**config.mk**
```make
export PLATFORM = sky130hd
export DESIGN_NAME = vlg_design_unit
export DESIGN_NICKNAME = d
export VERILOG_FILES = /design/src/rtl/vlg_design_pkg.sv /design/src/rtl/vlg_lfsr16.sv /design/src/rtl/vlg_design_unit.sv
export SDC_FILE = /design/constraint.sdc
export NUM_CORES = 1
export LEC_CHECK = 0
export CORE_MARGIN = 10
export CORE_UTILIZATION = 58
export DETAILED_ROUTE_END_ITERATION = 8
export GPL_ROUTABILITY_DRIVEN = 0
export HOLD_SLACK_MARGIN = 0.05
export PLACE_DENSITY = 0.88
export SLEW_MARGIN = 5
export SYNTH_ARGS = -nofsm -noshare
export SYNTH_HDL_FRONTEND = slang
export SYNTH_SLANG_ARGS = --single-unit
export TNS_END_PERCENT = 20
```
**constraint.sdc**
```tcl
create_clock -name clk -period 4.15 [get_ports clk]
set_input_delay 0.6225 -clock clk [delete_from_list [all_inputs] [get_ports clk]]
set_output_delay 0.6225 -clock clk [all_outputs]
set_load 0.005 [all_outputs]
```
**src/rtl/vlg_design_pkg.sv**
```systemverilog
// Shared types and constants for the BIST heartbeat block.
// Optional parity output is enabled with VLG_DESIGN_PARITY_EN.
package vlg_design_pkg;

    typedef enum logic [1:0] {
        IDLE = 2'd0,
        RUN  = 2'd1,
        DONE = 2'd2
    } state_t;

    localparam logic [15:0] LFSR_TAPS     = 16'hB400;
    localparam logic [15:0] LFSR_SEED_DEF = 16'hACE1;

endpackage

```
**src/rtl/vlg_lfsr16.sv**
```systemverilog
// 16-bit Galois LFSR, shift right, with enable and zero-lockout reload.
// Reset is asynchronous and active-high on rst_n.
module vlg_lfsr16
    import vlg_design_pkg::*;
#(
    parameter logic [15:0] SEED = LFSR_SEED_DEF
) (
    input  logic        clk,
    input  logic        rst_n,
    input  logic        en,
    output logic [15:0] q
);

    logic [15:0] q_step;

    assign q_step = (q >> 1) ^ (q[0] ? LFSR_TAPS : 16'h0000);

    // An all-zero state would lock up forever, so recover regardless of en.
    always_ff @(posedge clk or posedge rst_n) begin
        if (rst_n) begin
            q <= SEED;
        end else if (q == 16'h0000) begin
            q <= SEED;
        end else if (en) begin
            q <= q_step;
        end
    end

endmodule

```
**src/rtl/vlg_design_unit.sv**
```systemverilog
// BIST heartbeat: cycle counter, prescaled tick, LFSR and run/done sequencer.
// Define VLG_DESIGN_PARITY_EN to register ^lfsr_q onto the parity port.
module vlg_design_unit
    import vlg_design_pkg::*;
#(
    parameter int          CNT_W     = 8,
    parameter int          DIV       = 10,
    parameter logic [15:0] LFSR_SEED = LFSR_SEED_DEF,
    parameter int          RUN_TICKS = 4
) (
    input  logic             clk,
    input  logic             rst_n,
    output logic [CNT_W-1:0] cyc_cnt,
    output logic             tick,
    output logic [15:0]      lfsr_q,
    output logic             busy,
    output logic             done,
    output logic             parity
);

    localparam logic [15:0] DIV_LAST = 16'(DIV - 1);
    localparam logic [7:0]  RUN_LAST = 8'(RUN_TICKS - 1);

    logic [15:0] div_cnt;
    logic [7:0]  tick_cnt;
    state_t      state;
    state_t      state_nxt;

    assign tick = (div_cnt == DIV_LAST);

    always_ff @(posedge clk or posedge rst_n) begin
        if (rst_n) begin
            cyc_cnt <= '0;
            div_cnt <= '0;
        end else begin
            cyc_cnt <= cyc_cnt + CNT_W'(1);
            div_cnt <= tick ? 16'h0000 : div_cnt + 16'h0001;
        end
    end

    always_ff @(posedge clk or posedge rst_n) begin
        if (rst_n) begin
            state    <= IDLE;
            tick_cnt <= '0;
        end else begin
            state <= state_nxt;
            if (state == RUN && tick) begin
                tick_cnt <= tick_cnt + 8'h01;
            end
        end
    end

    always_comb begin
        state_nxt = state;
        unique case (state)
            IDLE: state_nxt = RUN;
            RUN: begin
                if (tick && tick_cnt == RUN_LAST) begin
                    state_nxt = DONE;
                end
            end
            DONE:    state_nxt = DONE;
            default: state_nxt = IDLE;
        endcase
    end

    assign busy = (state == RUN);
    assign done = (state == DONE);

    vlg_lfsr16 #(
        .SEED(LFSR_SEED)
    ) u_lfsr (
        .clk  (clk),
        .rst_n(rst_n),
        .en   (tick),
        .q    (lfsr_q)
    );

`ifdef VLG_DESIGN_PARITY_EN
    always_ff @(posedge clk or posedge rst_n) begin
        if (rst_n) begin
            parity <= 1'b0;
        end else begin
            parity <= ^lfsr_q;
        end
    end
`else
    assign parity = 1'b0;
`endif

endmodule

```
# ---- Word level (Yosys, flattened, before mapping)
# Index checks and enable logic that the tools add are counted.
dict set report op_classes {
  muxes 6
  reduce_logical 5
  bitwise 1
  eq_ne 5
  add_sub_neg 3
}
# cell count
set ops {}
lappend ops {{$mux 16} 4}
lappend ops {{$add 16x1->16 const B} 1}
lappend ops {{$add 8x1->8 const B} 2}
lappend ops {{$eq 16x4->1 const B} 1}
lappend ops {{$logic_not 16->1} 1}
lappend ops {{$xor 15x16->16} 1}
lappend ops {{$eq 8x2->1 const B} 1}
lappend ops {{$pmux 2 s3} 1}
lappend ops {{$eq 2x1->1 const B} 1}
lappend ops {{$eq 2x2->1 const B} 1}
lappend ops {{$logic_and 1x1->1} 2}
lappend ops {{$logic_not 2->1} 1}
lappend ops {{$mux 2} 1}
lappend ops {{$ne 2x1->1 const B} 1}
lappend ops {{$reduce_bool 2->1} 1}
dict set report word_totals {
  in_bits 2
  wordCells 25
  out_inout_bits 28
  register_bits 50
}

# ---- Depth between registers and ports, before layout
dict set report logic_depth {
  depth_word 4
  mapped_depth 8
  depth_no_buf 6
}

# ---- Cells and area by module
# A second synthesis with hierarchy kept.
dict set report hier_totals {
  cells_unflattened 191
  hier_area_um2 2352.3
}
# mod area_each_um2 n_inst cells_per_inst seq_area_each_um2
set modules_own_cells {}
lappend modules_own_cells {vlg_design_unit 1625.3 1 138 850.8}
lappend modules_own_cells {vlg_lfsr16 726.9 1 53 410.4}

# ---- Least setup slack after synthesis
# OpenSTA, ideal clock, no wires.
dict set report synth_path {
  path_type {register to register}
  start {register div_cnt[9]}
  end {register tick_cnt[3]}
  path_buffers 2
  stages_incl_launch_ff 7
  setup_time_ns 0.079
  arrival_ns 2.071
  period_less_slack_ns 2.150
  path_slack_ns 2.000
  required_ns 4.071
  cell_sequence {dfrtp_1 or4_4 or4_1 buf_2 buf_6 nor3_1 xor2_1}
}
dict set report synth_between {
  elab_chain_len 2
}
# element line
set synth_lines {}
lappend synth_lines {{start, declared} vlg_design_unit.sv:24} ;# logic [15:0] div_cnt;
lappend synth_lines {{start signal, assigned} vlg_design_unit.sv:37} ;# div_cnt <= tick ? 16'h0000 : div_cnt + 16'h0001;
lappend synth_lines {{$eq 16x4->1} vlg_design_unit.sv:29} ;# assign tick = (div_cnt == DIV_LAST);
lappend synth_lines {{$logic_and 1x1->1} vlg_design_unit.sv:47} ;# if (state == RUN && tick) begin
lappend synth_lines {{end signal, assigned} vlg_design_unit.sv:48} ;# tick_cnt <= tick_cnt + 8'h01;
lappend synth_lines {{end, declared} vlg_design_unit.sv:25} ;# logic [7:0] tick_cnt;
# Every way passes these cells.
# A chain may end at the register's enable or synchronous reset.

# ---- Final worst setup path
dict set report layout_path {
  start {register div_cnt[9]}
  end {output tick}
}
dict set report layout_between {
  elab_chain_len 1
}
# element line
set layout_lines {}
lappend layout_lines {{$eq 16x4->1} vlg_design_unit.sv:29}
lappend layout_lines {{end, declared} vlg_design_unit.sv:14} ;# output logic tick,
# Every way passes these cells.

==> run summary <==
The number of nets produced by synthesis came out at 215. The number of vias per cell after detailed routing came out at 5.58. The core region is 3720 um2. The total buffers and inverters traversed by the critical path is 1. The number of global-route vias before repair is 1569. The total routed wirelength is 4160 um. The worst-case hold slack is 0.472 ns. The number of detailed-route iterations in the first pass is 4.

The signed area change from the synthesized netlist to the final layout is 17.8%. The slew at the pin closest to its max-slew limit is 0.981 ns. The power density relative to cell area is 294 nW/um2. For this run, the post-layout net count is 244. The height of the chip is 82.2 um.

The H-tree depth reported by CTS came out at 2. The worst setup path is launched from a register. The worst-case reg-to-reg path depth is 4.

The count of clock tree sinks is 50. The number of setup buffers added after CTS came out at 0. dfrtp_1 takes more of the synthesized area than any other cell. The worst register-to-register path begins at div_cnt[9]. The number of inserted diodes came out at 0. Once placement finished, the instance area stood at 2560 um2.

The worst-case IR drop observed on VDD is 241 uV. Each instance of the synthesized netlist takes up on average 10.9 um2. In the post-synthesis netlist, the biggest area contributors are dfrtp_1 47%, dfstp_2 9.4%, nand2_1 6.8%. The number of hold-slack violations in the final timing report is 0. The number of cells on the worst hold path is 1.

The number of core rows came out at 22. The biggest cell delay along the critical path is 0.61 ns. The proportion of synthesized chip area in sequential cells came out at 56.1%. The clock-pin slew of the registers on the worst-case setup and hold paths came out at 0.08 ns. The number of buffers created by CTS came out at 5. The path with the worst hold slack has its endpoint at tick_cnt[7]. The netlist area before placement is 2250 um2. The CTS tree is built.

The worst setup timing slack at the placement stage came out at 1.42 ns. The clock latency on the worst-skew pair is 0.30 ns. The flow ran to the end, and the final reports show no timing, DRC or antenna violations.

Measured on the finished design, the core utilization comes to 71.2%. The die area came out at 6760 um2. The total negative setup slack came out at 0 ns.

In the synthesized netlist, the cells that appear most often are 42 x dfrtp_1, 41 x nand2_1, 17 x xnor2_1. The number of hold buffers added after cts is 0. The critical path is of the reg -> out type.

The count of max-cap constraint violations is 0. The leakage power total came out at 1.22 nW. The most used flip-flop cell after synthesis is dfrtp_1. The clock skew after layout is 0.00427 ns. The total met2 wirelength after detailed routing is 2070 um.

No sink is reached through more buffers than the 2 on the longest clock path. The first-pass GRT wire length is 7140 um. The warning count from the yosys run came out at 0. The wire length per cell came out at 14.6 um. The top fanout value on the critical path is 5. Entering global routing, the biggest net connects 51 pins. The maximum achievable frequency is 328 MHz.

For this design, the slowest cell found on the critical path is clkdlybuf4s50_1. Once detailed placement completed, the half-perimeter wirelength came to 2950 um. Walking the worst path, the cells encountered are or4_4 > nor4_1 > clkdlybuf4s50_1. The antenna violation net count after detailed routing is 0. The detailed-route DRC error count came out at 0. The final instance area came out at 2650 um2. The cell count after synthesis came out at 206. The slack of the worst reg-to-reg path is 1.58 ns. Once the clock tree was built, the resizer swapped 0 gates to a different size. Wire segments on met3 add up to 272 um in the final route.

The cell total after placement came out at 276. The initial antenna violation count was 0. The worst register-to-register path ends at tick_cnt[7]. The post-synthesis cell type count came out at 29. The number of violations reported at the end of detailed-routing iteration 0 is 112. In this run the most critical hold path is launched from tick_cnt[7]. The synthesized flop and latch total is 50.

The top cell type by area accounts for 46.8% of the synthesized area. The post-route worst setup slack came out at 1.10 ns. The ratio of final minimum period to clock period came out at 73.5%. The top metal layer carrying routed signals is met4. The post-route netlist has 11.4% of its cells at a drive strength greater than 1. The wire length on met1 came out at 1780 um.

Data on the critical path is required at its endpoint by 3.53 ns. For this configuration, the core starts out at a cell density of 60.5%. CTS placed an instance of clkbuf_8 at the clock tree root.

By instance count, the leading cell after synthesis is dfrtp_1. The max-slew violation count is 0. The total of buffers placed on input and output ports is 28. Counting flops with a built-in enable in the synthesized netlist gives 0. The setup-violating endpoint count in the final report is 0. The die is 82.2 um wide.

The overall fraction of global-route tracks in use is 13.2%. The filler-free cell count of the finished design is 284. In this design, the largest share of critical-path delay is due to simple AND/OR/NAND/NOR gates. The total grt overflow is 0. 30 I/O pins were placed. The kind of end point of the critical path is an output port. The shortest clock period the worst path allows after layout came out at 3.05 ns. The fraction of registers with async set/reset came out at 100%.

The total power came out at 0.779 mW. Setup repair after global routing left no endpoint under its margin. The kind of path behind the tightest hold check is reg -> reg. The via count is 1584. The arrival time at the worst endpoint is 2.43 ns. The relative slew slack is 34.5%.
==> worst max path at each step <==
stage               start           to  slack (ns)  cells past startpoint
2_1_floorplan  div_cnt[9]  tick_cnt[3]        2.00                      6
3_3_place_gp   div_cnt[9]         tick        1.50                      3
3_5_place_dp   div_cnt[9]         tick        1.42                      3
4_1_cts        div_cnt[9]         tick        1.07                      3
5_1_grt        div_cnt[9]         tick        0.89                      3
6_report       div_cnt[9]         tick        1.10                      3
==> where the power goes <==
part | total, mW | switching, mW | internal (mW)
Sequential | 0.487 | 0 | 0.487
Combinational | 0.00994 | 0.00904 | 0.000899
Clock | 0.282 | 0.148 | 0.135
==> cells in the final DEF, fill, tap and decap left out, types with 2 or more instances in the layout <==
| cell | count |
|---|---|
| nand4_1 | 7 |
| or4_4 | 2 |
| nor2_1 | 7 |
| inv_1 | 5 |
| mux2_2 | 5 |
| clkbuf_8 | 6 |
| xnor2_1 | 17 |
| or4_1 | 3 |
| dfstp_2 | 8 |
| dfrtp_1 | 42 |
| clkdlybuf4s50_1 | 28 |
| o21ai_0 | 2 |
| nor4_1 | 6 |
| nor3_1 | 6 |
| xor2_1 | 12 |
| ha_1 | 7 |
| o211ai_1 | 2 |
| and3_1 | 3 |
| nand2_1 | 41 |
| nand3_1 | 15 |
| and4_1 | 2 |
==> final cells by class <==
| cell class | count | area (um2) |
|---|---|---|
| flip-flops and latches | 50 | 1260 |
| fillers | 277 | 1070 |
| multi-input cells | 143 | 925 |
| repair buffers | 29 | 288 |
| clock buffers | 7 | 86.3 |
| well taps | 48 | 60.1 |
| inverters | 6 | 22.5 |
| clock inverters | 1 | 5.00 |
==> cells by family after synthesis <==
kind of cell	after synthesis	share of synthesized area, %
AOI/OAI and AO/OA	5	1.56
xor gates and xnor gates	29	11.3
adders and majority gates	7	3.90
buffers and inverters	13	2.73
DFF	50	56.1
muxes	5	2.51
other	1	0.167
and+or+nand+nor	96	21.7
==> sequential cells by signal, indices dropped and copies added (netlist names) <==
| name | count |
|---|---|
| div_cnt | 16 |
| u_lfsr.q | 16 |
| cyc_cnt | 8 |
| tick_cnt | 8 |
| state | 2 |
==> routing by layer <==
layer / vias to the layer above / global-route usage [%]
li1: 757 / -
met1: 784 / 15.5
met2: 38 / 23.1
met3: 5 / 4.21
met4: 0 / 3.06
met5: - / 0
Note: power is estimated with default switching activity, not from simulation.
